<file path="src/rtl/stage_two_pkg.sv">
// Shared types for the execute stage: ALU control encodings, iterative-unit states
// and the iteration count.
package stage_two_pkg;

  typedef enum logic [3:0] {
    CTRL_ADD = 4'd0,
    CTRL_SUB = 4'd1,
    CTRL_AND = 4'd2,
    CTRL_OR  = 4'd3,
    CTRL_MUL = 4'd4,
    CTRL_DIV = 4'd5,
    CTRL_SLL = 4'd8,
    CTRL_SRL = 4'd9,
    CTRL_ROL = 4'd10,
    CTRL_ROR = 4'd11
  } control_e;

  typedef enum logic [1:0] {
    DIV_IDLE,
    DIV_RUN,
    DIV_DONE
  } div_state_e;

  localparam int DIV_CYCLES = 16;
  localparam int CNT_W      = $clog2(DIV_CYCLES);

endpackage

</file>
<file path="src/rtl/stage_two_alu_iter_unit.sv">
// Iterative unit: restoring divider, plus a shift-add multiplier when
// STAGE_TWO_ITER_MUL_EN is defined. One result bit per RUN cycle.
module alu_iter_unit
  import stage_two_pkg::*;
(
  input  logic        clk,
  input  logic        rst,
  input  logic        halt,
  input  logic        start,
  input  control_e    op,
  input  logic [15:0] a,
  input  logic [15:0] b,
  output logic        busy,
  output logic        done,
  output logic [31:0] result
);

  div_state_e       state;
  logic [CNT_W-1:0] count;
  logic [15:0]      hi_q, lo_q, b_q;
  logic [16:0]      step_shift, step_diff;
  logic [15:0]      hi_next, lo_next;
  logic             go;
`ifdef STAGE_TWO_ITER_MUL_EN
  logic             mul_q;
  logic [16:0]      step_sum;
`endif

  // A zero divisor is handled combinationally upstream and never enters RUN.
  assign go     = start && ((op == CTRL_MUL) || (b != 16'd0));
  assign busy   = ((state == DIV_IDLE) && go) || (state == DIV_RUN);
  assign done   = (state == DIV_DONE);
  assign result = {hi_q, lo_q};

  always_comb begin
    step_shift = {hi_q, lo_q[15]};
    step_diff  = step_shift - {1'b0, b_q};
    if (!step_diff[16]) begin
      hi_next = step_diff[15:0];
      lo_next = {lo_q[14:0], 1'b1};
    end else begin
      hi_next = step_shift[15:0];
      lo_next = {lo_q[14:0], 1'b0};
    end
`ifdef STAGE_TWO_ITER_MUL_EN
    step_sum = {1'b0, hi_q} + (lo_q[0] ? {1'b0, b_q} : 17'd0);
    if (mul_q) begin
      hi_next = step_sum[16:1];
      lo_next = {step_sum[0], lo_q[15:1]};
    end
`endif
  end

  // NOTE: sequential state uses non-blocking assignments so every register samples pre-edge values.
  always_ff @(posedge clk or posedge rst) begin
    if (rst) begin
      state <= DIV_IDLE;
      count <= '0;
      hi_q  <= '0;
      lo_q  <= '0;
      b_q   <= '0;
`ifdef STAGE_TWO_ITER_MUL_EN
      mul_q <= 1'b0;
`endif
    end else if (!halt) begin
      case (state)
        DIV_IDLE: if (go) begin
          state <= DIV_RUN;
          count <= CNT_W'(DIV_CYCLES - 1);
          hi_q  <= '0;
          lo_q  <= a;
          b_q   <= b;
`ifdef STAGE_TWO_ITER_MUL_EN
          mul_q <= (op == CTRL_MUL);
`endif
        end
        DIV_RUN: begin
          hi_q  <= hi_next;
          lo_q  <= lo_next;
          count <= count - CNT_W'(1);
          if (count == '0) state <= DIV_DONE;
        end
        DIV_DONE: state <= DIV_IDLE;
        default:  state <= DIV_IDLE;
      endcase
    end
  end

endmodule

</file>
<file path="src/rtl/stage_two.sv">
// Execute stage: forwarding muxes, ALU, iterative divider and the stage-three register.
// Define STAGE_TWO_ITER_MUL_EN to run MUL through the iterative unit.
module stage_two
  import stage_two_pkg::*;
(
  input  logic        clk,
  input  logic        rst,
  input  logic        halt_sys,
  input  logic [1:0]  in_memc,
  input  logic        in_reg_wr,
  input  logic [15:0] in_alu_a,
  input  logic [15:0] in_alu_b,
  input  logic [15:0] in_R1_data,
  input  logic        in_haz1,
  input  logic        in_haz2,
  input  logic        in_R0_en,
  input  control_e    in_alu_ctrl,
  input  logic [15:0] in_instr,
  input  logic [15:0] s3_data,
  output logic [31:0] aluout,
  output logic        busy,
  output logic        div0,
  output logic        overflow,
  output logic [1:0]  out_memc,
  output logic        out_reg_wr,
  output logic [31:0] out_alu,
  output logic [15:0] out_R1_data,
  output logic        out_R0_en,
  output logic [15:0] out_instr
);

  logic [15:0] op_a, op_b, add_res, sub_res;
  logic [3:0]  sh;
  logic        iter_start, iter_busy, iter_done;
  logic [31:0] iter_result;

  assign op_a    = in_haz1 ? s3_data : in_alu_a;
  assign op_b    = in_haz2 ? s3_data : in_alu_b;
  assign add_res = op_a + op_b;
  assign sub_res = op_a - op_b;
  assign sh      = op_b[3:0];

`ifdef STAGE_TWO_ITER_MUL_EN
  assign iter_start = (in_alu_ctrl == CTRL_DIV) || (in_alu_ctrl == CTRL_MUL);
`else
  logic [31:0] mul_full;
  assign mul_full   = 32'(op_a) * 32'(op_b);
  assign iter_start = (in_alu_ctrl == CTRL_DIV);
`endif

  alu_iter_unit u_iter (
    .clk    (clk),
    .rst    (rst),
    .halt   (halt_sys),
    .start  (iter_start),
    .op     (in_alu_ctrl),
    .a      (op_a),
    .b      (op_b),
    .busy   (iter_busy),
    .done   (iter_done),
    .result (iter_result)
  );

  assign busy = iter_busy;

  always_comb begin
    aluout   = '0;
    overflow = 1'b0;
    div0     = 1'b0;
    case (in_alu_ctrl)
      CTRL_ADD: begin
        aluout   = {16'h0, add_res};
        overflow = (op_a[15] == op_b[15]) && (add_res[15] != op_a[15]);
      end
      CTRL_SUB: begin
        aluout   = {16'h0, sub_res};
        overflow = (op_a[15] != op_b[15]) && (sub_res[15] != op_a[15]);
      end
      CTRL_AND: aluout = {16'h0, op_a & op_b};
      CTRL_OR:  aluout = {16'h0, op_a | op_b};
`ifdef STAGE_TWO_ITER_MUL_EN
      CTRL_MUL: aluout = iter_done ? iter_result : '0;
`else
      CTRL_MUL: aluout = mul_full;
`endif
      CTRL_DIV: begin
        if (op_b == 16'd0) begin
          aluout = {op_a, 16'hFFFF};
          div0   = 1'b1;
        end else begin
          aluout = iter_done ? iter_result : '0;
        end
      end
      CTRL_SLL: aluout = {16'h0, op_a << sh};
      CTRL_SRL: aluout = {16'h0, op_a >> sh};
      CTRL_ROL: aluout = {16'h0, (op_a << sh) | (op_a >> (5'd16 - {1'b0, sh}))};
      CTRL_ROR: aluout = {16'h0, (op_a >> sh) | (op_a << (5'd16 - {1'b0, sh}))};
      default:  aluout = '0;
    endcase
  end

  // While the iterative unit is busy, stage three sees bubbles; payload fields hold.
  always_ff @(posedge clk or posedge rst) begin
    if (rst) begin
      out_memc    <= '0;
      out_reg_wr  <= 1'b0;
      out_alu     <= '0;
      out_R1_data <= '0;
      out_R0_en   <= 1'b0;
      out_instr   <= '0;
    end else if (!halt_sys) begin
      if (busy) begin
        out_memc   <= '0;
        out_reg_wr <= 1'b0;
        out_R0_en  <= 1'b0;
      end else begin
        out_memc    <= in_memc;
        out_reg_wr  <= in_reg_wr && !div0;
        out_alu     <= aluout;
        out_R1_data <= in_R1_data;
        out_R0_en   <= in_R0_en;
        out_instr   <= in_instr;
      end
    end
  end

endmodule

</file>
<file path="config.mk">
export PLATFORM = sky130hd
export DESIGN_NAME = stage_two
export DESIGN_NICKNAME = d
export VERILOG_FILES = /design/src/rtl/stage_two_pkg.sv /design/src/rtl/stage_two_alu_iter_unit.sv /design/src/rtl/stage_two.sv
export SDC_FILE = /design/constraint.sdc
export NUM_CORES = 1
export LEC_CHECK = 0
export CORE_MARGIN = 2
export CORE_UTILIZATION = 53
export DETAILED_ROUTE_END_ITERATION = 7
export PLACE_DENSITY = 0.75
export SYNTH_ARGS = -nofsm -noshare
export SYNTH_HDL_FRONTEND = slang
export SYNTH_HIERARCHICAL = 1
export SYNTH_SLANG_ARGS = --single-unit
</file>
<file path="constraint.sdc">
create_clock -name clk -period 12.8 [get_ports clk]
set_input_delay 1.92 -clock clk [delete_from_list [all_inputs] [get_ports clk]]
set_output_delay 1.92 -clock clk [all_outputs]
set_load 0.02 [all_outputs]
</file>
==> qor.csv, run 1 <==
metric,value,unit
run status,"finished, final reports clean",
buffer count from post-CTS setup fixing,0,
"EDFF count, synth",0,
Detail Route Antenna Nets,0,
clk_lat worst skew,0.43,ns
"commonest non-fill, non-tap cell in the layout",inv_1,
Die W,196,um
WP data arrival,10.68,ns
vias in the first global route,19200,
H-tree Lvls,4,
slowest CP cell,a21boi_0,
Max Transition Viols Final,0,
TritonCTS clock tree,built,
Mapped Cells,2342,
Rel. slew slack,11.2,%
Tmin final,12.60,ns
DIE AREA,38500,um^2
Async SR Flop Fraction,100,%
DR vias,19200,
Worst Setup Start Kind,input port,
Tcrit/Tclk final,98.5,%
share of layout cells above drive strength 1,9.29,%
Worst Path Max Fanout,12,
Mapped Area,19600,um^2
RSZ-0062 raised after global routing,no,
starting density of the core,53.7,%
share of the synthesized area in the top cell type,20.1,%
gr ovfl total,0,
DRC,0,
Max-Cap Viols,0,
I/O pin total,196,
number of synthesized register bits,122,
drt pass-1 iters,7,
Worst-path clk slew,0.05,ns
wire length per cell,26.6,um
nets@finish,2965,
Post-DP Area,22200,um^2
violation count after the first detailed-route iteration,2302,
Setup-failing EPs final,0,
worst min path class,flop to flop,
Worst-Margin Slew,1.33,ns
final hold vios,0,
first-pass GRT wire length,120,mm
largest net degree at the start of global routing,55,
root buffer cell,clkbuf_16,
TritonCTS Buffers,17,
setup_tns,0,ns
ys flop type,dfrtp_1,
port bufs,195,
Post-DP HPWL,61.7,mm
post-synth net total,2802,
Die Span Y,196,um
synth top area cells,"fa_1 20%, dfrtp_1 16%, ha_1 11%, inv_1 5.9%, nand2_1 5.4%",
antenna violations before repair,0,
row count,70,
PnR worst setup slack,0.196,ns
Mapped Avg Cell Area,8.37,um^2
Worst Setup End Kind,output pin,
vias per cell,6.42,
post-synth top area cell,fa_1,
Synth Warn #,6,
Routability Congestion,1.02,
Core Region,36500,um^2
post-CTS sizing,0,
Place WS,0.486,ns
Worst Path Required,10.88,ns
Max Clk Rate,79.3,MHz
Cell variety after synth,93,
GRT Overall Usage,41.6,%
"commonest cells after routing, fill and taps aside","306 x inv_1, 282 x nand2_1, 252 x nor2_1",
Crit Path Category,input port to output pin,
"slowest stage delay, CP",0.98,ns
cts hold-fix bufs,0,
FF-to-FF setup slack,8.89,ns
synthesis-to-finish area growth,16.4,%
drt total wl,79.5,mm
CTS Buffer Depth,2,
Finished Cell Area,22800,um^2
register area share after synthesis,15.6,%
WHS,0.490,ns
CTS sink cnt,122,
Clock Skew,0.0141,ns
==> Yosys cell counts (25+ instances only) <==
cell type,instances
a211oi_1,25
o21ai_0,106
nand2_1,282
fa_1,197
a21oi_1,94
mux2i_1,97
clkbuf_1,90
dfrtp_1,122
ha_1,170
mux2_2,75
inv_1,308
nor2_1,253
==> flip-flops by register name (all words and copies together), names as in the netlist <==
| register | count |
|---|---|
| u_iter/lo_q | 16 |
| out_alu | 32 |
| u_iter/hi_q | 16 |
| u_iter/count | 4 |
| out_R0_en | 1 |
| u_iter/b_q | 16 |
| out_R1_data | 16 |
| out_memc | 2 |
| out_reg_wr | 1 |
| u_iter/state | 2 |
| out_instr | 16 |
==> cells by family after synthesis <==
| logic type | share of synthesized area, % |
|---|---|
| flops | 15.6 |
| buf+inv | 9.15 |
| compound gates | 16.1 |
| fa+ha+maj | 31.0 |
| xor+xnor | 2.05 |
| mux | 10.5 |
| simple gates | 15.6 |
==> critical path, delay by kind of cell <==
| kind | cells | cell delay (ns) |
|---|---|---|
| buf+inv | 8 | 2.39 |
| compound gates | 6 | 2.34 |
| simple gates | 1 | 0.25 |
| mux | 1 | 0.28 |
| xor+xnor | 1 | 0.46 |
| fa+ha+maj | 8 | 3.02 |
==> routing by layer <==
metal	vias up	GRT usage [%]	wire length, um
li1	8287	-	-
met1	9401	55.6	31000
met2	1272	61.2	33700
met3	237	10.8	9570
met4	0	23.4	5220
met5	-	0	0
==> metrics by stage <==
stage | instances | util, %
2_1_floorplan | 2342 | -
3_3_place_gp | 2954 | 60.8
3_5_place_dp | 2954 | 60.8
4_1_cts | 2986 | 62.5
5_1_grt | 2986 | 62.5
6_report | 2990 | 62.5
==> final cells by class <==
type                            count  area (um^2)
Tap cell                          468          586
Multi-Input combinational cell   1768        14800
Inverter                          320         1200
Sequential cell                   122         3050
Fill cell                        3172        13700
Clock inverter                     14          183
Antenna cell                        4         10.0
Clock buffer                       18          429
Timing Repair Buffer              276         2560
==> worst paths after layout <==
kind,startpoint,to,cells past startpoint
setup / recovery,in_haz1,aluout[14],25
hold / removal,out_reg_wr,out_reg_wr,1
setup reg to reg,u_iter/lo_q[15],u_iter/hi_q[5],12
hold reg to reg,out_reg_wr,out_reg_wr,1
max in group asynchronous,rst,out_alu[8],3
min in group asynchronous,rst,out_alu[20],2
Power of run 1 is left out: the tool's default activity adds up to more than one toggle a clock period on the data nets, which glitch-free logic cannot reach.
==> run 2: changes to the inputs <==
- CTS_CLUSTER_SIZE: unset -> 16
==> results of run 2 <==
Final layout, timing and power as in run 1 (identical DEF).
Power of run 2 is left out for the same reason.
